## src/rtl/dmem_arb_pkg.sv

```systemverilog
// dmem_arb_pkg
// Shared definitions for the data-memory arbiter slice.
//   DMEM_BASE / DMEM_LIMIT : byte window decoded as data memory (8 KiB)
//   port_idx_t             : index of a requesting port (0 = LSU, 1 = boot/debug)
//   dmem_req_t             : one access as presented to the dmem port
//   inRange()              : window check used for write gating and error status
package dmem_arb_pkg;

    localparam logic [15:0] DMEM_BASE  = 16'h2000;
    localparam logic [15:0] DMEM_LIMIT = 16'h3FFF;

    typedef logic port_idx_t;

    typedef struct packed {
        logic [15:0] addr;
        logic [31:0] wdata;
        logic [3:0]  wren;
    } dmem_req_t;

    function automatic logic inRange(input logic [15:0] addr);
        return (addr >= DMEM_BASE) && (addr <= DMEM_LIMIT);
    endfunction

endpackage

```

## src/rtl/dmem_rr_arb.sv

```systemverilog
// dmem_rr_arb
// Round-robin grant between two requesters, with a bounded lock that lets
// port 1 keep the memory for back-to-back bursts.
// Ports:
//   i_clk, i_rst_n : clock, asynchronous active-low reset
//   i_valid[1:0]   : request pending per port
//   i_lock         : port 1 asks for consecutive grants
//   o_grant[1:0]   : one-hot grant, combinational
module dmem_rr_arb
    import dmem_arb_pkg::*;
#(
    parameter int LOCK_MAX = 8
) (
    input  logic       i_clk,
    input  logic       i_rst_n,
    input  logic [1:0] i_valid,
    input  logic       i_lock,
    output logic [1:0] o_grant
);

    localparam int CW = $clog2(LOCK_MAX + 1);

    port_idx_t       lastGrant_q, lastGrant_d;
    logic [CW-1:0]   lockCnt_q, lockCnt_d;
    logic            lockHold;
    logic            lockSpent;

    // lockHold keeps port 1 only while the burst budget is not used up;
    // once spent, a waiting port 0 takes the next slot.
    always_comb begin
        lockHold  = (lastGrant_q == 1'b1) && i_lock && (lockCnt_q < CW'(LOCK_MAX));
        lockSpent = (lockCnt_q == CW'(LOCK_MAX));
        o_grant   = 2'b00;
        unique case (i_valid)
            2'b01:   o_grant = 2'b01;
            2'b10:   o_grant = 2'b10;
            2'b11: begin
                if (lockHold)
                    o_grant = 2'b10;
                else if (lockSpent)
                    o_grant = 2'b01;
                else if (lastGrant_q == 1'b1)
                    o_grant = 2'b01;
                else
                    o_grant = 2'b10;
            end
            default: o_grant = 2'b00;
        endcase
    end

    // The lock counter saturates so port 1 can continue alone when port 0
    // is idle; any port-0 grant or a cycle without lock restarts the budget.
    always_comb begin
        lastGrant_d = lastGrant_q;
        lockCnt_d   = lockCnt_q;
        if (o_grant[0]) begin
            lastGrant_d = 1'b0;
            lockCnt_d   = '0;
        end else if (o_grant[1]) begin
            lastGrant_d = 1'b1;
            if (!i_lock)
                lockCnt_d = '0;
            else if (!lockSpent)
                lockCnt_d = lockCnt_q + CW'(1);
        end else if (!i_lock) begin
            lockCnt_d = '0;
        end
    end

    // Reset to lastGrant = 1 so port 0 wins the first contention.
    always_ff @(posedge i_clk or negedge i_rst_n) begin
        if (!i_rst_n) begin
            lastGrant_q <= 1'b1;
            lockCnt_q   <= '0;
        end else begin
            lastGrant_q <= lastGrant_d;
            lockCnt_q   <= lockCnt_d;
        end
    end

endmodule

```

## src/rtl/dmem_arbiter.sv

```systemverilog
// dmem_arbiter
// Two-port arbiter/sequencer in front of the 8 KiB data memory.
// Ports:
//   i_clk, i_rst_n                 : clock, asynchronous active-low reset
//   i_pN_valid/addr/wdata/wren     : requester N (0 = LSU, 1 = boot/debug)
//   i_p1_lock                      : port 1 burst lock
//   o_pN_ready                     : request accepted this cycle (combinational)
//   o_pN_rvalid/rdata/err          : registered response, one cycle after accept
//   o_dmem_addr/wdata/wren         : access driven to dmem
//   i_dmem_rdata                   : combinational dmem read data
module dmem_arbiter
    import dmem_arb_pkg::*;
#(
    parameter int LOCK_MAX = 8
) (
    input  logic        i_clk,
    input  logic        i_rst_n,
    input  logic        i_p0_valid,
    input  logic [15:0] i_p0_addr,
    input  logic [31:0] i_p0_wdata,
    input  logic [3:0]  i_p0_wren,
    input  logic        i_p1_valid,
    input  logic [15:0] i_p1_addr,
    input  logic [31:0] i_p1_wdata,
    input  logic [3:0]  i_p1_wren,
    input  logic        i_p1_lock,
    output logic        o_p0_ready,
    output logic        o_p0_rvalid,
    output logic [31:0] o_p0_rdata,
    output logic        o_p0_err,
    output logic        o_p1_ready,
    output logic        o_p1_rvalid,
    output logic [31:0] o_p1_rdata,
    output logic        o_p1_err,
    output logic [15:0] o_dmem_addr,
    output logic [31:0] o_dmem_wdata,
    output logic [3:0]  o_dmem_wren,
    input  logic [31:0] i_dmem_rdata
);

    logic [1:0]  grant;
    dmem_req_t   selReq;
    logic        selInRange;
    logic [31:0] rspRdata_d;

    logic [1:0]  rvalid_q;
    logic [1:0]  err_q;
    logic [31:0] rdata_q [2];

    dmem_rr_arb #(
        .LOCK_MAX (LOCK_MAX)
    ) u_rr_arb (
        .i_clk   (i_clk),
        .i_rst_n (i_rst_n),
        .i_valid ({i_p1_valid, i_p0_valid}),
        .i_lock  (i_p1_lock),
        .o_grant (grant)
    );

    // With no grant the selected request stays all-zero, which also falls
    // outside the window, so dmem sees address 0 and no write enables.
    always_comb begin
        selReq = '0;
        if (grant[0])
            selReq = '{addr: i_p0_addr, wdata: i_p0_wdata, wren: i_p0_wren};
        else if (grant[1])
            selReq = '{addr: i_p1_addr, wdata: i_p1_wdata, wren: i_p1_wren};
        selInRange   = inRange(selReq.addr);
        o_dmem_addr  = selReq.addr;
        o_dmem_wdata = selReq.wdata;
        o_dmem_wren  = selInRange ? selReq.wren : 4'b0000;
        rspRdata_d   = (selInRange && (selReq.wren == 4'b0000)) ? i_dmem_rdata : 32'h0;
    end

    assign o_p0_ready = grant[0];
    assign o_p1_ready = grant[1];

    // Response registers; rdata/err hold between responses, rvalid is a strobe.
    always_ff @(posedge i_clk or negedge i_rst_n) begin
        if (!i_rst_n) begin
            rvalid_q <= '0;
            err_q    <= '0;
            for (int p = 0; p < 2; p++)
                rdata_q[p] <= '0;
        end else begin
            for (int p = 0; p < 2; p++) begin
                rvalid_q[p] <= grant[p];
                if (grant[p]) begin
                    rdata_q[p] <= rspRdata_d;
                    err_q[p]   <= !selInRange;
                end
            end
        end
    end

    assign o_p0_rvalid = rvalid_q[0];
    assign o_p0_rdata  = rdata_q[0];
    assign o_p0_err    = err_q[0];
    assign o_p1_rvalid = rvalid_q[1];
    assign o_p1_rdata  = rdata_q[1];
    assign o_p1_err    = err_q[1];

endmodule
```

## config.mk

```make
export PLATFORM = sky130hd
export DESIGN_NAME = dmem_arbiter
export DESIGN_NICKNAME = d
export VERILOG_FILES = /design/src/rtl/dmem_arb_pkg.sv /design/src/rtl/dmem_rr_arb.sv /design/src/rtl/dmem_arbiter.sv
export SDC_FILE = /design/constraint.sdc
export NUM_CORES = 1
export LEC_CHECK = 0
export ABC_CLOCK_PERIOD_IN_PS = 2700
export CAP_MARGIN = 40
export CORE_ASPECT_RATIO = 1.25
export CORE_MARGIN = 2
export CORE_UTILIZATION = 33
export CTS_CLUSTER_DIAMETER = 100
export DETAILED_ROUTE_END_ITERATION = 8
export PLACE_DENSITY = 0.84
export SKIP_CTS_REPAIR_TIMING = 1
export SYNTH_ARGS = -nofsm -noshare
export SYNTH_HDL_FRONTEND = slang
export SYNTH_HIERARCHICAL = 1
export SYNTH_SLANG_ARGS = --single-unit
```

## constraint.sdc

```tcl
create_clock -name i_clk -period 2.7 [get_ports i_clk]
set_clock_uncertainty 0.1 [all_clocks]
set_input_delay 0.675 -clock i_clk [delete_from_list [all_inputs] [get_ports i_clk]]
set_output_delay 0.675 -clock i_clk [all_outputs]
set_load 0.02 [all_outputs]
```

======== After elaboration in Yosys (flattened, before gate mapping) ========
Index checks and enable logic that the tools add are counted.
storage, ports and cells
  bits in registers ....................... 73
  input bits .............................. 141
  output and inout port bits .............. 122
  word-level logic and storage cells ...... 40
cells by class
  add/subtract/negate cells ............... 1
  order comparisons ....................... 3
  equal/unequal tests ..................... 6
  multiplexer cells ....................... 15
  reduce and logical (&&, ||, !) cells .... 8
operator list
  cell                                                    count
  two-way mux 52 bit                                      2
  two-way mux 32 bit                                      1
  two-way mux 4 bit                                       6
  >= comparator 16 x 14 -> 1 bit (second input constant)  1
  <= comparator 16 x 14 -> 1 bit (second input constant)  1
  two-way mux 2 bit                                       3
  case mux 2 bit (3 select lines)                         1
  adder 4 x 1 -> 4 bit (second input constant)            1
  equality test 2 bit (second input constant)             2
  equality test 4 bit (second input constant)             1
  logical AND 1 bit                                       4
  zero test 4 bit                                         1
  less-than comparator 4 bit (second input constant)      1
  inequality test 3 x 1 -> 1 bit (second input constant)  1
  inequality test 3 bit (second input constant)           1
  equality test 2 x 1 -> 1 bit (second input constant)    1
  two-way mux 1 bit                                       2
  AND reduction 2 bit                                     1
  nonzero test 2 bit                                      1
  zero test 1 bit                                         1

======== Logic depth before layout (Yosys ltp) ========
Gate-level depths: netlist (run 1).
  depth in word-level cells ............... 10
  depth in mapped cells ................... 10
  gate-level depth less buffers ........... 8

======== Hierarchy ========
Netlist (run 1), hierarchy kept.
by module, submodules not included
  module        instances  cells each  area each (um^2)  sequential area each (um^2)
  dmem_arbiter  1          375         3,726.1           1,701.6
  dmem_rr_arb   1          38          356.6             126.4

======== Least setup slack after synthesis (run 1) ========
OpenSTA, ideal clock, no wires.
  path type ............................... reg2out
  start ................................... register u_rr_arb.lockCnt_q[0]
  end ..................................... output port o_dmem_wren[0]
  arrival ................................. 2,498 ps
  setup slack ............................. -573 ps
  stages on the path, launching flop included .. 10
  path buffers ............................ 2
  path through ............................ dfrtp_1 inv_1 ha_1 nor2b_2 o22ai_1 a21oi_1 buf_2 buf_1 a22oi_1 nor2_1
RTL lines
  item                                                                              RTL line                              text
  start: declaration                                                                dmem_rr_arb.sv:24                     logic [CW-1:0] lockCnt_q, lockCnt_d;
  start signal: assignment                                                          dmem_rr_arb.sv:77                     lockCnt_q <= lockCnt_d;
  less-than comparator 4 bit or equality test 4 bit (tied branches)                 dmem_rr_arb.sv:31, dmem_rr_arb.sv:32
  logical AND 1 bit or two-way mux 2 bit (tied branches)                            dmem_rr_arb.sv:31, dmem_rr_arb.sv:40
  two-way mux 2 bit *                                                               dmem_rr_arb.sv:38                     if (lockHold)
  case mux 2 bit (3 select lines) *                                                 dmem_rr_arb.sv:34                     unique case (i_valid)
  named net o_p0_ready                                                              dmem_arbiter.sv:27                    output logic o_p0_ready,
  two-way mux 52 bit *                                                              dmem_arbiter.sv:64                    if (grant[0])
  >= comparator 16 x 14 -> 1 bit or <= comparator 16 x 14 -> 1 bit (tied branches)  dmem_arb_pkg.sv:21                    return (addr >= DMEM_BASE) && (addr <= DMEM_LIMIT);
  logical AND 1 bit                                                                 dmem_arb_pkg.sv:21
  two-way mux 4 bit *                                                               dmem_arbiter.sv:71                    o_dmem_wren = selInRange ? selReq.wren : 4'b0000;
  end: declaration                                                                  dmem_arbiter.sv:37                    output logic [3:0] o_dmem_wren,
The timed path passes the listed nets; every way through them passes the cells marked *.

======== Worst setup path after layout (run 1) ========
  start ................................... register u_rr_arb.lockCnt_q[1]
  end ..................................... output port o_dmem_wdata[30]
on the way
  cells in the longest elaborated chain, start to end .. 6
ends and longest elaborated chain
  item                                                               RTL line                              text
  less-than comparator 4 bit or equality test 4 bit (tied branches)  dmem_rr_arb.sv:31, dmem_rr_arb.sv:32
  logical AND 1 bit or two-way mux 2 bit (tied branches)             dmem_rr_arb.sv:31, dmem_rr_arb.sv:40
  two-way mux 2 bit *                                                dmem_rr_arb.sv:38
  case mux 2 bit (3 select lines) *                                  dmem_rr_arb.sv:34
  two-way mux 52 bit                                                 dmem_arbiter.sv:66                    else if (grant[1])
  two-way mux 52 bit *                                               dmem_arbiter.sv:64
  end: declaration                                                   dmem_arbiter.sv:36                    output logic [31:0] o_dmem_wdata,
Mark *: on every way between the ends. The rest lies on a longest branch, timed or not.

==> reports/metrics.yaml, run 1 <==
place:
  place.gp.congestion: 0.8003
  dp_hpwl_mm: 13.94
  port_buffers: 262
clock_network:
  cts_tree: "built"
  clk_path_buf_depth: 2
  cts-root-buf: "clkbuf_16"
  h-tree-depth: 3
  clk-insertion-delay-late_ps: 330
  cts.clk_slew.worst_paths_ps: 60
  cts_made_buffers: 9
  clock-sinks: 73
floorplanning:
  dieArea_sq_um: 13280
  fp.dieW_um: 103.5
  die_y_um: 128.4
  ios: 263
  rows: 45
  fp.coreArea_sq_um: 12110
  initial_utilization: 0.3373
sta:
  fmaxAchievable_ghz: 0.3242
  hold_violations: 0
  fin_crit_sh: 1.142
  fin_crit_ps: 3085
  setup_viol: 52
  whs_ps: 194.6
  setup_ws_ps: -384.7
  worst_pin_slew_ps: 478.5
  final-max-slew-violation-count: 0
  max_slew_margin: 0.6810
  rsz0062_at_grt: "yes"
outcome:
  violations: "negative setup slack"
  outcome: "complete, but fails checks"
setup_path:
  cp_data_arrival_time_ps: 2310
  start_kind: "register"
  cp_max_fo: 5
  end_kind: "output port"
  critical_path_class: "register to output port"
  cp.required_ps: 1920
global_routing:
  grtUsageMet1: 0.2966
  grt_max_degree: 39
  track_usage: 0.2638
  busiest_layer: "met2"
  antenna_found_initial: 0
  grt_pass1_wl_mm: 26.08
  grt_use_met3: 0.1238
  use_met2: 0.4319
  grt-ovfl-total: 0
  grt_pass1_vias: 4759
synthesis:
  synth_cells: 413
  yosysMostFrequentCell: "nand2_1"
  yosys-top-cells-count: "nand2_1 (73), dfrtp_1 (72), a22o_1 (45)"
  synth_edf_count: 0
  syn_avg_cell_area_sq_um: 9.885
  synth_cell_type_count: 42
  seq_area_frac_synth: 0.4477
  netlist_area_sq_um: 4083
  yosys.area.top_type: "dfrtp_1"
  synth_seq_cells: 73
  synthTopCellsByArea: "dfrtp_1 (44%), o41ai_2 (12%), a22o_1 (9.7%)"
  yosys_warnings: 6
  synth_nets: 556
  synth_async_sr_flop_share: 1.000
  synth_top_area_frac: 0.4413
  synth_flop_cell: "dfrtp_1"
power:
  vdd_drop_max_v: 0.0003747
  finalPower_mw: 3.567
  powerDensity_nw_per_um2: 443.5
  p_leak_nw: 3.570
final_layout:
  fin_nets: 860
  drive_above_1_share: 0.2895
  syn_to_final_growth_pct: 97.00
  n_antenna_cell: 0
flow_run:
  maxCapViolations: 0
routing:
  drtPass1Iterations: 4
  drc: 0
  viasPerCell: 5.219
  drtIter0Drc: 333
  ant_nets: 0
  vias: 4624
  wirelength_mm: 19.03
  wl_per_cell_um: 21.48
min_path:
  min_path_type: "primary input to asynchronous set/reset pin"
layout by cell type (no fill, tap or decap), types with 3 or more instances in the layout:
master / synthesis / layout
clkdlybuf4s50_1: 0 / 204
nand2_1: 73 / 72
dfrtp_1: 72 / 72
buf_6: 3 / 54
buf_4: 0 / 52
a22o_1: 45 / 35
inv_1: 37 / 34
o22ai_1: 33 / 32
nand2b_1: 32 / 32
o41ai_2: 29 / 29
clkbuf_16: 0 / 13
a22o_4: 0 / 10
buf_12: 0 / 10
nor2_2: 0 / 4
o41ai_1: 4 / 4
nor2_1: 8 / 4
nor2b_4: 0 / 3
clkbuf_1: 20 / 3
buf_8: 0 / 3
inv_2: 0 / 3
nand3_1: 3 / 3
worst paths after layout:
| check | startpoint | endpoint | slack (ps) | cells after the start |
|---|---|---|---|---|
| max | u_rr_arb/lockCnt_q[1]$_DFFE_PN0P_ | o_dmem_wdata[30] | -380 | 10 |
| min | i_rst_n | o_p0_rdata[5]$_DFFE_PN0P_ | 190 | 1 |
| max reg2reg | u_rr_arb/lockCnt_q[1]$_DFFE_PN0P_ | o_p0_rdata[4]$_DFFE_PN0P_ | 90 | 12 |
| min reg2reg | o_p1_rdata[27]$_DFFE_PN0P_ | o_p1_rdata[27]$_DFFE_PN0P_ | 390 | 2 |
| max in group asynchronous | i_rst_n | o_p1_rdata[27]$_DFFE_PN0P_ | 1720 | 2 |
| min in group i_clk | o_p1_rdata[27]$_DFFE_PN0P_ | o_p1_rdata[27]$_DFFE_PN0P_ | 390 | 2 |
metrics by stage:
step	worst slack, ps	util	TNS, ps	cells	cell area, sq um
after floorplan	-43.88	-	-175.5	413	4264
after global placement	-1007	0.6101	-71550	852	7386
after detailed placement	-1060	0.6101	-80270	852	7386
after CTS	-1077	0.6341	-58940	868	7676
after global routing	-470.4	0.6644	-20980	886	8043
final	-384.7	0.6644	-16240	886	8043
area by class of cell:
type / instances / area (sq um)
inverters: 37 / 138.9
fillers: 919 / 4063
clock inverters: 3 / 40.04
multi-input cells: 265 / 2160
well taps: 164 / 205.2
clock buffers: 13 / 250.2
flip-flops and latches: 73 / 1828
repair buffers: 331 / 3421
layer usage:
| layer | vias to the layer above | wire length (um) | part of all wire |
|---|---|---|---|
| li1 | 2090 | - | - |
| met1 | 2265 | 7080 | 0.37 |
| met2 | 237 | 9266 | 0.49 |
| met3 | 32 | 2271 | 0.12 |
| met4 | 0 | 408 | 0.021 |
| met5 | - | 0 | 0 |
report_power, final:
group,internal (mW),switching (mW)
sequential,1.13,0.0210
clock,0.738,0.438
combinational,0.644,0.594
total,2.51,1.05
flip-flops by register name (all words and copies together) (netlist names):
register              cells
o_p0_rdata               32
o_p1_rdata               32
u_rr_arb/lockCnt_q        4
err_q                     2
rvalid_q                  2
u_rr_arb/lastGrant_q      1
critical path, cell delays in order (launching register included):
cell	delay, ps
dfrtp_1	370
inv_2	60
ha_4	150
nor2b_4	130
o22ai_4	200
o21a_4	200
nor2b_4	240
clkbuf_16	190
buf_8	110
a22o_1	170
buf_6	150
cell families after synthesis:
kind of cell	after synthesis	share of synthesized area
buffers and inverters	76	0.07876
multiplexers	2	0.005210
flip-flops	73	0.4477
AND/OR/NAND/NOR	129	0.1542
AO/OA/AOI/OAI	131	0.3080
adder cells (fa/ha/maj)	2	0.006128
Note: power is estimated with default switching activity, not from simulation.
==> inputs of run 2 (changes only) <==
SKIP_LAST_GASP = 1   (was default)
==> run 2 against run 1 <==
Effect of this change:
- the run still ends with negative setup slack left
- maximum frequency is 0.18% higher
- flip-flop and latch count unchanged
- routed wire length is 0.57% lower
- via count fell by 0.39%
- final area decreased by 0.26%
- worst setup slack improved by 5.5 ps
- first-iteration DRC count shrank 16%
- final cell count did not move
- sequential share of layout area increased by 0.060 points
- hold slack gained 3.8 ps
- sequential power is essentially flat
- clock power is essentially flat
- critical endpoint unchanged
- highest routed layer unchanged
==> reports/metrics.yaml, run 2 (synthesis gave the netlist of run 1 again) <==
clock_network:
  cts_made_buffers: 9  # unchanged
  clk-insertion-delay-late_ps: 330  # about the same
  clock-sinks: 73  # unchanged
  cts_tree: "built"  # unchanged
  h-tree-depth: 3  # unchanged
  cts.clk_slew.worst_paths_ps: 60  # about the same
  clk_path_buf_depth: 2  # unchanged
  cts-root-buf: "clkbuf_16"  # unchanged
routing:
  viasPerCell: 5.199  # was 5.219
  wirelength_mm: 18.92  # was 19.03 mm
  drtPass1Iterations: 5  # was 4
  drc: 0  # unchanged
  wl_per_cell_um: 21.35  # was 21.48 um
  vias: 4606  # was 4624
  drtIter0Drc: 280  # was 333
  ant_nets: 0  # unchanged
floorplanning:
  fp.coreArea_sq_um: 12110  # unchanged
  die_y_um: 128.4  # unchanged
  fp.dieW_um: 103.5  # unchanged
  rows: 45  # unchanged
  ios: 263  # unchanged
  initial_utilization: 0.3373  # unchanged
  dieArea_sq_um: 13280  # unchanged
global_routing:
  grt_pass1_wl_mm: 26.08  # unchanged
  grt-ovfl-total: 0  # unchanged
  grt_pass1_vias: 4759  # unchanged
  antenna_found_initial: 0  # unchanged
  track_usage: 0.2638  # unchanged
  grt_max_degree: 39  # unchanged
sta:
  rsz0062_at_grt: "yes"  # unchanged
  setup_ws_ps: -379.2  # was -384.7 ps
  fin_crit_ps: 3079  # was 3085 ps
  setup_viol: 52  # unchanged
  fmaxAchievable_ghz: 0.3248  # was 0.3242 GHz
  fin_crit_sh: 1.140  # was 1.142
  final-max-slew-violation-count: 0  # unchanged
  worst_pin_slew_ps: 480.5  # was 478.5 ps
  hold_violations: 0  # unchanged
  max_slew_margin: 0.6797  # was 0.6810
place:
  dp_hpwl_mm: 13.94  # unchanged
  placed_cell_area_sq_um: 7386  # unchanged
  port_buffers: 262  # unchanged
  dp_cells: 852  # unchanged
  place.gp.congestion: 0.8003  # unchanged
outcome:
  violations: "negative setup slack"  # unchanged
  outcome: "complete, but fails checks"  # unchanged
final_layout:
  layout_common_cells: "clkdlybuf4s50_1 (204), nand2_1 (72), dfrtp_1 (72)"  # unchanged
  syn_to_final_growth_pct: 96.48  # was 97.00%
  n_antenna_cell: 0  # unchanged
  fin_area_sq_um: 8021  # was 8043 sq um
  fin_cells: 886  # unchanged
  drive_above_1_share: 0.2881  # was 0.2895
  fin_nets: 860  # unchanged
  final_common_cell: "clkdlybuf4s50_1"  # unchanged
min_path:
  min_path_type: "primary input to asynchronous set/reset pin"  # unchanged
setup_path:
  cp_max_fo: 5  # unchanged
  cp.required_ps: 1920  # about the same
  start_kind: "register"  # unchanged
  cp_data_arrival_time_ps: 2300  # was 2310 ps
  regToRegSetupSlack_ps: 90  # about the same
  rr_endpoint: "o_p0_rdata[4]$_DFFE_PN0P_"  # unchanged
  end_kind: "output port"  # unchanged
  rr_worst_depth: 12  # unchanged
  critical_path_class: "register to output port"  # unchanged
  r2r_start: "u_rr_arb/lockCnt_q[1]$_DFFE_PN0P_"  # unchanged
power:
  p_leak_nw: 3.575  # was 3.570 nW
  vdd_drop_max_v: 0.0003742  # was 0.0003747 V
  powerDensity_nw_per_um2: 443.2  # was 443.5 nW/um^2
flow_run:
  maxCapViolations: 0  # unchanged
-- run 2: cell count changes in the layout (fill, tap and decap cells not counted), sizes merged --
cell | previous run | this run
dlymetal6s2s | 2 | 3
buf | 119 | 118
-- run 2: per-stage QoR --
step	hold slack, ps	setup TNS [ps]	util	power, mW	worst slack (ps)
2_1_floorplan	279.4	-175.5	-	1.647	-43.88
3_3_place_gp	367.2	-71550	0.6101	2.274	-1007
3_5_place_dp	376.0	-80270	0.6101	2.287	-1060
4_1_cts	212.9	-58940	0.6341	3.464	-1077
5_1_grt	230.7	-21170	0.6626	3.697	-469.1
6_report	198.5	-16110	0.6626	3.555	-379.2
-- run 2: routing by layer --
metal | vias up | share of wire | track usage
li1 | 2091 | - | -
met1 | 2245 | 0.37 | 0.2966
met2 | 238 | 0.49 | 0.4319
met3 | 32 | 0.12 | 0.1238
met4 | 0 | 0.022 | 0.09985
met5 | - | 0 | 0
-- run 2: cell type report --
cell class	instances	area, sq um
fill	927	4084
timing repair buffer	331	3400
multi-input combinational	265	2160
sequential	73	1828
clock buffer	13	250.2
tap	164	205.2
inverter	37	138.9
clock inverter	3	40.04
-- run 2: report_power, final --
part,internal [mW],switching [mW],leakage (nW)
clock,0.738,0.434,0.144
combinational,0.639,0.591,2.43
sequential,1.13,0.0209,0.997
total,2.51,1.05,3.57
-- run 2: how the worst max path moves through the flow --
stage,to,slack [ps],cells after the start,from
global route,o_dmem_wren[2],-470,11,u_rr_arb/lockCnt_q[1]$_DFFE_PN0P_
CTS,o_dmem_wdata[2],-1080,8,i_p1_lock
finish,o_dmem_wdata[30],-380,10,u_rr_arb/lockCnt_q[1]$_DFFE_PN0P_
global placement,o_dmem_wren[2],-1010,9,i_p1_lock
floorplan,o_dmem_wren[0],-40,6,i_p1_lock
detailed placement,o_dmem_wdata[2],-1060,8,i_p1_lock
-- run 2: critical path: stages, from the launching register on --
cell and delay (ps):
dfrtp_1 360, inv_2 60, ha_4 150, nor2b_4 130, o22ai_4 200, o21a_4 200
nor2b_4 240, clkbuf_16 190, buf_8 110, a22o_1 170, buf_6 150
